`src/rtl/cpu_pkg.sv`:
```
// Shared definitions for the 8-bit CPU: sequencer states, instruction field
// positions, branch condition encodings and execution-unit flag bit indices.
package cpu_pkg;

  typedef enum logic [2:0] {
    ST_IDLE   = 3'd0,
    ST_FETCH  = 3'd1,
    ST_DECODE = 3'd2,
    ST_EXEC   = 3'd3,
    ST_HALT   = 3'd4
  } seq_state_e;

  localparam int OPCODE_HI = 31;
  localparam int OPCODE_LO = 28;
  localparam int COND_HI   = 27;
  localparam int COND_LO   = 26;
  localparam int JMP_HI    = 25;
  localparam int JMP_LO    = 23;

  localparam logic [1:0] COND_NEVER  = 2'b00;
  localparam logic [1:0] COND_Z      = 2'b01;
  localparam logic [1:0] COND_C      = 2'b10;
  localparam logic [1:0] COND_ALWAYS = 2'b11;

  localparam logic [3:0] HALT_OP_DEFAULT = 4'hF;

  localparam int FLAG_Z = 0;
  localparam int FLAG_C = 1;

endpackage

```
`src/rtl/branch_resolve.sv`:
```
// Combinational next-PC computation: sequential step or relative forward jump,
// gated by the branch condition against the flags of the previous instruction.
module branch_resolve
  import cpu_pkg::*;
#(
  parameter int unsigned PC_W = 8
) (
  input  logic [1:0]      cond_i,
  input  logic [2:0]      jmp_i,
  input  logic [3:0]      flag_i,
  input  logic [PC_W-1:0] pc_i,
  output logic [PC_W-1:0] next_pc_o
);

  logic taken_s;
  logic unused_s;

  assign unused_s = ^flag_i[3:2];

  // Branch decision and wrap-around target
  always_comb begin
    taken_s = 1'b0;
    case (cond_i)
      COND_NEVER:  taken_s = 1'b0;
      COND_Z:      taken_s = flag_i[FLAG_Z];
      COND_C:      taken_s = flag_i[FLAG_C];
      COND_ALWAYS: taken_s = 1'b1;
      default:     taken_s = 1'b0;
    endcase
    if (taken_s) begin
      next_pc_o = pc_i + PC_W'(1'b1) + PC_W'(jmp_i);
    end else begin
      next_pc_o = pc_i + PC_W'(1'b1);
    end
  end

endmodule

```
`src/rtl/instr_sequencer.sv`:
```
// Fetch/decode/execute sequencer: owns the PC, reads the synchronous instruction
// memory and presents each instruction to the control unit for one execute cycle.
module instr_sequencer
  import cpu_pkg::*;
#(
  parameter int unsigned     PC_W       = 8,
  parameter logic [PC_W-1:0] START_ADDR = {PC_W{1'b0}},
  parameter logic [3:0]      HALT_OP    = HALT_OP_DEFAULT
) (
  input  logic            clk,
  input  logic            rst_n,
  input  logic            start,
  output logic            imem_en,
  output logic [PC_W-1:0] imem_addr,
  input  logic [31:0]     imem_rdata,
  output logic [31:0]     instr,
  output logic            exec_en,
  input  logic [3:0]      flag,
  output logic [PC_W-1:0] pc,
  output logic            busy,
  output logic            halted,
  output logic [15:0]     retired
);

  seq_state_e      state_q, state_d;
  logic [PC_W-1:0] pc_q, pc_d, next_pc_s;
  logic [31:0]     instr_q, instr_d;
  logic [3:0]      flag_q, flag_d;
  logic [15:0]     retired_q, retired_d;
  logic            imem_en_q, exec_en_q, busy_q, halted_q;

  branch_resolve #(.PC_W(PC_W)) u_branch_resolve (
    .cond_i    (instr_q[COND_HI:COND_LO]),
    .jmp_i     (instr_q[JMP_HI:JMP_LO]),
    .flag_i    (flag_q),
    .pc_i      (pc_q),
    .next_pc_o (next_pc_s)
  );

  // Sequencer next-state; start is only honoured from IDLE or HALT
  always_comb begin
    state_d   = state_q;
    pc_d      = pc_q;
    instr_d   = instr_q;
    flag_d    = flag_q;
    retired_d = retired_q;
    case (state_q)
      ST_IDLE, ST_HALT: begin
        if (start) begin
          state_d   = ST_FETCH;
          pc_d      = START_ADDR;
          flag_d    = 4'h0;
          retired_d = 16'h0000;
        end else begin
          state_d = state_q;
        end
      end
      ST_FETCH: state_d = ST_DECODE;
      ST_DECODE: begin
        if (imem_rdata[OPCODE_HI:OPCODE_LO] == HALT_OP) begin
          state_d = ST_HALT;
        end else begin
          state_d = ST_EXEC;
          instr_d = imem_rdata;
        end
      end
      ST_EXEC: begin
        state_d   = ST_FETCH;
        pc_d      = next_pc_s;
        flag_d    = flag;
        retired_d = (retired_q == 16'hFFFF) ? retired_q : retired_q + 16'd1;
      end
      default: state_d = ST_IDLE;
    endcase
  end

  // State, datapath and registered status outputs
  always_ff @(posedge clk or negedge rst_n) begin
    if (!rst_n) begin
      state_q   <= ST_IDLE;
      pc_q      <= START_ADDR;
      instr_q   <= 32'h0000_0000;
      flag_q    <= 4'h0;
      retired_q <= 16'h0000;
      imem_en_q <= 1'b0;
      exec_en_q <= 1'b0;
      busy_q    <= 1'b0;
      halted_q  <= 1'b0;
    end else begin
      state_q   <= state_d;
      pc_q      <= pc_d;
      instr_q   <= instr_d;
      flag_q    <= flag_d;
      retired_q <= retired_d;
      imem_en_q <= (state_d == ST_FETCH);
      exec_en_q <= (state_d == ST_EXEC);
      busy_q    <= (state_d == ST_FETCH) || (state_d == ST_DECODE) || (state_d == ST_EXEC);
      halted_q  <= (state_d == ST_HALT);
    end
  end

  assign imem_en   = imem_en_q;
  assign imem_addr = pc_q;
  assign instr     = instr_q;
  assign exec_en   = exec_en_q;
  assign pc        = pc_q;
  assign busy      = busy_q;
  assign halted    = halted_q;
  assign retired   = retired_q;

endmodule

```
`config.mk`:
```
export PLATFORM = sky130hd
export DESIGN_NAME = instr_sequencer
export DESIGN_NICKNAME = d
export VERILOG_FILES = /design/src/rtl/cpu_pkg.sv /design/src/rtl/branch_resolve.sv /design/src/rtl/instr_sequencer.sv
export SDC_FILE = /design/constraint.sdc
export NUM_CORES = 1
export LEC_CHECK = 0
export ABC_AREA = 1
export BUFFER_PORTS_ARGS = -buffer_cell sky130_fd_sc_hd__buf_2
export CORE_AREA = 5 5 82 84
export CTS_BUF_LIST = sky130_fd_sc_hd__clkbuf_4
export DETAILED_ROUTE_END_ITERATION = 10
export DIE_AREA = 0 0 87 89
export PLACE_DENSITY = 0.95
export SETUP_SLACK_MARGIN = 0.5
export SLEW_MARGIN = 20
export SYNTH_ARGS = -nofsm -noshare
export SYNTH_HDL_FRONTEND = slang
export SYNTH_SLANG_ARGS = --single-unit
```
`constraint.sdc`:
```
create_clock -name clk -period 4.6 [get_ports clk]
set_clock_uncertainty 0.15 [all_clocks]
set_input_delay 0.69 -clock clk [delete_from_list [all_inputs] [get_ports clk]]
set_output_delay 0.69 -clock clk [all_outputs]
set_load 0.01 [all_outputs]
```
# Word level (Yosys, flattened, before mapping)
# Cells that the tools add are included.
# word_totals
regBits	65
inputBits	39
output_inout_bits	68
word_cells	49
# op_classes
add_sub_neg	3
eq_ne	15
n_mux	12
n_bitwise	1
n_reduce_logical	9
# op_table
operator	count
$mux W16	2
$pmux W16 S2	1
$add A16 B1 Y16 const B	1
$eq A16 B16 Y1 const B	1
$mux W8	2
$pmux W8 S2	1
$eq A3 B2 Y1 const B	4
$pmux W3 S4	1
$add A8 B1 Y8 const B	1
$add A8 B3 Y8	1
$eq A3 B1 Y1 const B	2
$eq A3 B3 Y1 const B	2
$mux W3	2
$eq A2 B2 Y1 const B	2
$eq A4 B4 Y1 const B	1
$ne A2 B2 Y1 const B	2
$pmux W1 S4	1
$pmux W2 S2	1
$reduce_and A2 Y1	2
$logic_not A3 Y1	1
$reduce_and A3 Y1	1
$eq A2 B1 Y1 const B	1
$logic_not A2 Y1	1
$logic_or A1 B1 Y1	2
other kinds (4)	4

# Depth between registers and ports, before layout
# Gate-level depths: netlist of the first run.
# logic_depth
word_depth	6
depth_mapped	14

# Cells and area by module
# Synthesis of the first run repeated with hierarchy kept, for this count alone.
# hier_totals
hier_cells	423
hier_area_um2	3429.5
# by_module_without_submodules
mod	instances	cells_per_inst	area_per_inst_um2	seq_area_each_um2
instr_sequencer	1	344	3012.9	1676.6
branch_resolve	1	79	416.6	0.0

# Worst setup path after synthesis of the first run
# OpenSTA, ideal clock, no wires.
# synth_path
path_type	register to register
startpoint	register pc_q[1] (netlist: imem_addr[1])
endpoint	register pc_q[6] (netlist: imem_addr[6])
setup_ps	117
arrival_ps	1812
t_required_ps	4333
path_slack_ps	2520
path_stages_with_launch	12
n_path_buf	0
synth_period_minus_slack_ps	2080
path_cell_list	dfrtp_1 -> ha_1 -> inv_1 -> fa_1 -> nor2_1 -> nor2_1 -> nor2_1 -> nand2_1 -> nor2_1 -> nand2_1 -> nand3_1 -> nand2_1
# synth_between
elab_chain_len	4
# synth_rtl
element	line	text
start: declaration	instr_sequencer.sv:26	logic [PC_W-1:0] pc_q, pc_d, next_pc_s;
start signal: assignment	instr_sequencer.sv:91	pc_q <= pc_d;
$add A8 B1 Y8 (*)	branch_resolve.sv:31, branch_resolve.sv:33	
$add A8 B3 Y8	branch_resolve.sv:31	next_pc_o = pc_i + PC_W'(1'b1) + PC_W'(jmp_i);
$mux W8 (*)	branch_resolve.sv:30	if (taken_s) begin
$pmux W8 S2 (*)	instr_sequencer.sv:47	case (state_q)
# Every way passes the cells marked *; elsewhere a longest branch is shown, timed or not.
# A chain may end at the register's enable or synchronous reset.

# Final worst setup path of the first run
# layout_path
startpoint	register state_q[2]
endpoint	register retired_q[4] (netlist: retired[4])
# layout_between
elab_chain_len	4
elab_cells_between_ends	9
classes_between	eq/ne: 4; mux: 1; reduce/logical: 4
# layout_rtl
element	line	text
start: declaration	instr_sequencer.sv:25	seq_state_e state_q, state_d;
start signal: assignment	instr_sequencer.sv:90	state_q <= state_d;
$eq A3 B3 Y1 or $logic_not A3 Y1 (tied branches)	instr_sequencer.sv:47	
$reduce_or A2 Y1	instr_sequencer.sv:47	
$ne A2 B2 Y1 (no source line) or $reduce_bool A2 Y1 (tied branches)	n/a	
$reduce_and A3 Y1 (no source line)	n/a	
end signal: assignment	instr_sequencer.sv:94	retired_q <= retired_d;
end: declaration	instr_sequencer.sv:29	logic [15:0] retired_q, retired_d;
# Parallel ways exist; a longest one is shown, timed or not.

==> results of run 1 <==
[worst reg2reg max path, cell delays in order (launching register included)]
cell and delay [ps]:
dfrtp_1 410, inv_1 80, nand3_1 440, inv_1 590
nand2_2 170, nand2_4 240, inv_1 170, nand2_1 80
o21ai_0 70
[placed cells by master, fill, tap and decap left out, types with 3 or more instances in the layout]
cell type   instances
nand2_1           157
buf_2             104
dfrtp_1            65
inv_1              36
nor2_1             26
nand3_1            22
o21ai_0            17
nand4_1            10
clkbuf_4           10
nor3_1              6
a21oi_1             6
xor2_1              6
o21ai_2             5
ha_1                5
clkinv_1            3
clkinvlp_4          3
[cell usage after synthesis, types with 4 or more instances]
cell,n
o21ai_2,5
nor2_1,26
o21ai_0,17
buf_2,4
nor3_1,6
clkbuf_1,4
nand4_1,10
dfrtp_1,65
xor2_1,6
a21oi_1,6
buf_4,8
inv_1,36
ha_1,5
nand3_1,22
nand2_1,157
[repair_timing]
item | in CTS | in global routing
resized for setup | 0 | 0
buffers inserted | 0 | 0
endpoints found under the hold margin | 1 | 0
hold buffers | 1 | 0
[registers in the layout (all words and copies together), names as in the netlist]
name       cells
state_q        3
retired       16
imem_addr      8
flag_q         2
exec_en        1
imem_en        1
instr         32
halted         1
busy           1
[stage by stage]
stage	std cells	setup WS (ps)	utilization (%)	cell area (um^2)	hold WS, ps
after floorplan	402	2520	-	3270	244
after global placement	566	2180	64.9	3800	308
after detailed placement	566	2110	64.9	3800	310
after CTS	583	2110	66.9	3920	318
after global routing	583	1910	66.9	3920	309
final	583	2070	66.9	3920	336
[routing by layer]
metal	wire length, um	vias up	share of wire, %
met5	0	-	0
met1	3250	1377	41
met2	3760	152	47
met3	782	24	9.8
met4	163	0	2.0
li1	-	1477	-
[cell type report]
cell class | count | area, um^2 | area share, %
clock buffers | 10 | 75.1 | 1.92
clock inverters | 6 | 35.0 | 0.895
inverters | 38 | 143 | 3.64
multi-input cells | 282 | 1400 | 35.7
flip-flops and latches | 65 | 1630 | 41.5
well taps | 75 | 93.8 | 2.40
repair buffers | 107 | 546 | 13.9
[cells by family after synthesis]
logic type | Yosys count | synth area share (%)
fa+ha+maj | 6 | 2.52
buf+inv | 55 | 7.61
compound gates | 39 | 8.22
simple gates | 231 | 30.4
xor+xnor | 6 | 1.61
flops | 65 | 49.7
[path summary, 6_finish.rpt]
kind | start | slack [ps] | endpoint | cells after the start
min in group asynchronous | rst_n | 450 | instr[1] | 2
max in group asynchronous | rst_n | 2920 | instr[15] | 3
hold reg to reg | instr[19] | 340 | instr[19] | 2
setup reg to reg | state_q[2] | 2070 | retired[4] | 8
hold / removal | instr[19] | 340 | instr[19] | 2
setup / recovery | state_q[2] | 2070 | retired[4] | 8
[power breakdown]
| group | leakage (nW) | switching, mW | internal, mW |
|---|---|---|---|
| Clock | 0.0535 | 0.204 | 0.113 |
| Sequential | 0.835 | 0.178 | 0.795 |
| Combinational | 1.28 | 0.729 | 0.413 |
==> results.md, run 1 <==
* Slew @ Worst Pin at ~870 ps
* Die H at 89 um
* Layout cell share with drive strength beyond 1 at a little over a quarter
* Top_reg_cell synth: dfrtp_1
* Crit-path most repeated cell: inv_1
* Seq cells post-synth at 65
* DRT iter0 DRCs at roughly 240
* Area contributors post-synth: dfrtp_1, nand2_1, inv_1
* Post-synth EDFFs at 0
* First-pass GRT wire length at 13300 um
* Final ANT Viol Nets at 0
* Initial antenna violation count at 0
* Core area at ~6000 um^2
* Worst stage delay on the critical path at between 500 and 600 ps
* WL final at slightly below 8000 um
* H-tree Lvls at 3
* CP max FO at 17
* Outcome: completed
* Top cell type's share of synthesized area at between 40% and 50%
* Reg clk slew, reported paths at 110 ps
* Crit share post-route at 54.9%
* RePlAce Congestion at around 0.90
* Number of library cell types mapped by synthesis at 36
* Fin. Hold Viols at 0
* Clock root buffer master: clkbuf_4
* Met3 usage at roughly 6.3%
* Crit path max-delay family: simple AND/OR/NAND/NOR gates
* Worst setup SP type: register
* GR Layer Usage met1 at a little over a quarter
* Dominant cell type by area after synthesis: dfrtp_1
* Die X at just under 90 um
* Syn avg cell area at between 8 and 9 um^2
* Syn_nets at about 450
* Asr flop ratio synth at 100%
* Crit-path slowest cell: inv_1
* Maxcap violations at 0
* Static leakage at 2.17 nW
* Pwr/cell area at 621 nW/um^2
* I/O Buffers at approximately 100
* Grt total ovfl at 0
* DRT Pass-1 Iters at 5
* RSZ-0062 raised after global routing: false
* Syn-to-layout area delta at 19.6%
* CTS Sinks at 65
* Num CTS Buffers at 9
* Worst hold path class: reg2reg
* Max_slew headroom at a little over two fifths
* Post-DP HPWL at between 5000 and 6000 um
* Buf/Inv on CP at 3
* Crit. End Element: register
* Highest Clock Rate at a little under 400 MHz
* Post-Synthesis Cells at 402
* Remaining DRCs at 0
* Crit path DAT at 2610 ps
* Vias in the first global route at approximately 2900
* CP Cell Sequence: inv_1 > nand3_1 > inv_1 > nand2_2 > nand2_4 > inv_1 > nand2_1 > o21ai_0
* Sum Neg Setup Slack at 0 ps
* Diodes inserted at 0
* Via/cell ratio at 5.20
* Routed vias at around 3000
* Filler cells at between 400 and 500
* Clk buf depth at 2
* Skew-Pair Late Insertion Delay at roughly 380 ps
* CTS tree: built
* Yosys warns at 0
* Register area share after synthesis at between 40% and 50%
* Row count at 28
* All-Layer GR Usage at between 20% and 30%
* WS Path Type: reg2reg
* Final nets at ~550
* WP data required at roughly 4700 ps
* Pin count of the biggest net entering global routing at 65
* Final setup violation count at 0
* Worst vdd ir at approximately 0.00044 V
* Met2 usage at 35.6%
* Area of the mapped netlist at between 3000 and 4000 um^2
* Tot Pwr at roughly 2.4 mW
* Starting Density at a little under three fifths
* Top Ports at approximately 110
* Drt wl/cell at 13.6 um
* Top Usage Layer GRT: met2
* Fin crit period at approximately 2500 ps
* Max-slew violation count at 0
* Die area at roughly 7700 um^2
No activity file was read; power rests on OpenSTA's default activity.
==> inputs of run 2 (changes only) <==
--- a/config.mk
+++ b/config.mk
@@ -7,11 +7,11 @@
 export LEC_CHECK = 0
 export ABC_AREA = 1
 export BUFFER_PORTS_ARGS = -buffer_cell sky130_fd_sc_hd__buf_2
-export CORE_AREA = 5 5 82 84
+export CORE_AREA = 5 5 86 88
 export CTS_BUF_LIST = sky130_fd_sc_hd__clkbuf_4
 export DETAILED_ROUTE_END_ITERATION = 10
-export DIE_AREA = 0 0 87 89
-export PLACE_DENSITY = 0.95
+export DIE_AREA = 0 0 91 93
+export PLACE_DENSITY = 0.88
 export SETUP_SLACK_MARGIN = 0.5
 export SLEW_MARGIN = 20
 export SYNTH_ARGS = -nofsm -noshare
==> constraint.sdc (replaced) <==
create_clock -name clk -period 2.35 [get_ports clk]
set_clock_uncertainty 0.15 [all_clocks]
set_input_delay 0.3525 -clock clk [delete_from_list [all_inputs] [get_ports clk]]
set_output_delay 0.3525 -clock clk [all_outputs]
set_load 0.01 [all_outputs]
==> results.md, run 2 (synthesized netlist as in run 1, its figures left out) <==
* Max_slew headroom at 61.2% (+20 points)
* Clk buf depth at 2 (unchanged)
* Reg clk slew, reported paths at 120 ps (about the same)
* Met3 usage at 6.60% (+0.33 points)
* WL final at 9820 um (+23%)
* Num CTS Buffers at 9 (unchanged)
* Post-DP HPWL at 6210 um (+5.7%)
* DRT Pass-1 Iters at 6 (+1)
* Final ANT Viol Nets at 0 (unchanged)
* Routed vias at 3381 (+12%)
* DRT iter0 DRCs at 206 (-12%)
* RSZ-0062 raised after global routing: true
* Seq pwr share at 34.5% (-5.5 points)
* P_int at 3.11 mW (+140%)
* Grt total ovfl at 0 (unchanged)
* Register area at 1630 um^2 (+0.23%)
* Crit share post-route at 86.4% (+31 points)
* RePlAce Congestion at 0.902 (-0.31%)
* Worst reg2reg endpoint: imem_addr[6]
* Area occupied by multi-input gates at 1550 um^2 (+11%)
* Met2 usage at 39.4% (+3.8 points)
* First-pass GRT wire length at 16100 um (+21%)
* Die X at 91 um (+4.6%)
* Die area at 8460 um^2 (+9.3%)
* Starting Density at 49.8% (-6.1 points)
* H-tree Lvls at 3 (unchanged)
* CTS Sinks at 65 (unchanged)
* Filler cells at 458 (-3.8%)
* R2R Path Start: imem_addr[0]
* Final nets at 595 (+8.6%)
* CTS tree: built
* Top Usage Layer GRT: met2
* Hold depth at 2 (unchanged)
* Skew-Pair Late Insertion Delay at 420 ps (+40 ps)
* Reg2Reg Depth at 11 (+3)
* Static leakage at 2.42 nW (+12%)
* Setup WS post-layout at 320 ps (-1750 ps)
* Drt wl/cell at 15.5 um (+13%)
* Layout cell share with drive strength beyond 1 at 34.1% (+6.9 points)
* Slew @ Worst Pin at 582 ps (-288 ps)
* WS Path Type: reg2reg
* Max FFs per register at 32 (unchanged)
* Inst Count DP at 575 (+1.6%)
* Syn-to-layout area delta at 40.6%
* WP data required at 2510 ps (-2180 ps)
* Crit path DAT at 2190 ps (-420 ps)
* Top Ports at 107 (unchanged)
* All-Layer GR Usage at 23.4% (+1.6 points)
* Crit. End Element: register
* Highest Clock Rate at 493 MHz (+24%)
* Maxcap violations at 0 (unchanged)
* Worst vdd ir at 0.000880 V (+98%)
* Worst hold path class: in2reg
* Clock root buffer master: clkbuf_4
* Pwr/cell area at 1220 nW/um^2 (+97%)
* Most frequent cells in the layout: nand2_1, buf_2, dfrtp_1, dlygate4sd3_1, inv_1
* Comb pwr share at 49.8% (+2.8 points)
* R2R setup slack at 320 ps (-1750 ps)
* Pin count of the biggest net entering global routing at 34 (-48%)
* Core area at 6570 um^2 (+12%)
* GR Layer Usage met1 at 28.3% (+1.3 points)
* Hold EP: flag_q[0]
* Via/cell ratio at 5.32 (+2.4%)
* Outcome: completed
* Fin crit period at 2030 ps (-495 ps)
* Diodes inserted at 0 (unchanged)
* Commonest non-fill, non-tap cell in the layout: nand2_1
* I/O Buffers at 104 (unchanged)
* Post-route insts no fill at 635 (+8.9%)
* Hold Startpoint: flag[0]
* Sum Neg Setup Slack at 0 ps (unchanged)
* Pre-CTS setup slack at 211 ps (-1900 ps)
* Sw power at 2.52 mW (+130%)
* CP max FO at 5 (-12)
* Final setup violation count at 0 (unchanged)
* Clk pwr share at 15.7% (+2.7 points)
* Remaining DRCs at 0 (unchanged)
* Sw frac at 44.7% (-0.98 points)
* Fin. Hold Viols at 0 (unchanged)
* Row count at 30 (+7.1%)
* Max-slew violation count at 0 (unchanged)
* Worst setup SP type: register
* Initial antenna violation count at 0 (unchanged)
* Die H at 93 um (+4.5%)
* Vias in the first global route at 3482 (+19%)
[run 2: changes by cell type in the layout (fill, tap and decap cells not counted), sizes merged]
cell	previous run	this run
buf	106	121
dlygate4sd3	1	33
clkinvlp	3	2
clkbuf	10	9
bufinv	0	2
[run 2: metrics by stage]
stage	power [mW]	util [%]	cell area, um^2	hold slack (ps)
CTS	5.39	69.0	4530	11.3
global placement	4.11	59.3	3890	220
global route	6.04	70.1	4600	13.2
detailed placement	4.24	59.3	3890	225
floorplan	3.41	-	3310	-93.1
finish	5.63	70.1	4600	44.8
[run 2: how the worst max path moves through the flow]
stage | from | end | slack (ps) | cells past startpoint
6_report | imem_addr[0] | imem_addr[6] | 320 | 11
5_1_grt | imem_addr[0] | imem_addr[6] | 220 | 11
4_1_cts | imem_addr[0] | imem_addr[6] | 270 | 11
3_5_place_dp | retired[0] | retired[4] | 210 | 11
3_3_place_gp | imem_addr[1] | imem_addr[6] | 320 | 13
2_1_floorplan | imem_addr[1] | imem_addr[6] | 400 | 14
[run 2: what timing repair did]
action | in CTS | in global routing
pin swaps | 9 | 9
hold endpoints to repair | 52 | 0
setup endpoints to repair | 23 | 35
resized for setup | 18 | 18
hold buffers | 33 | 0
buffers inserted | 9 | 2
[run 2: cell type report]
class / instances / share of cell area, %
Clock inverter: 7 / 2.07
Multi-Input combinational cell: 282 / 33.8
Clock buffer: 9 / 1.47
Inverter: 38 / 3.23
Sequential cell: 65 / 35.4
Tap cell: 80 / 2.17
Timing Repair Buffer: 154 / 21.9
[run 2: worst max-delay path, cell delays in order (launching register included)]
cell and delay [ps]:
dfrtp_2 470, ha_4 300, inv_4 30, fa_2 360
nor2_4 100, nor2_2 50, nor2_2 100, nand2_1 80
nor2_1 100, nand2_1 60, nand3_1 60, nand2_1 50
[run 2: metal layers]
layer,routed length [um],vias up
li1,-,1578
met1,3820,1595
met2,4890,176
met3,842,32
met4,269,0
met5,0,-
[run 2: power groups by stage]
stage          logic [mW]  registers [mW]  clock network (mW)
6_report             2.80            1.94               0.884
5_1_grt              3.09            2.00               0.947
4_1_cts              2.59            1.91               0.886
3_5_place_dp         2.31            1.93                   0
3_3_place_gp         2.20            1.91                   0
2_1_floorplan        1.33            2.08                   0
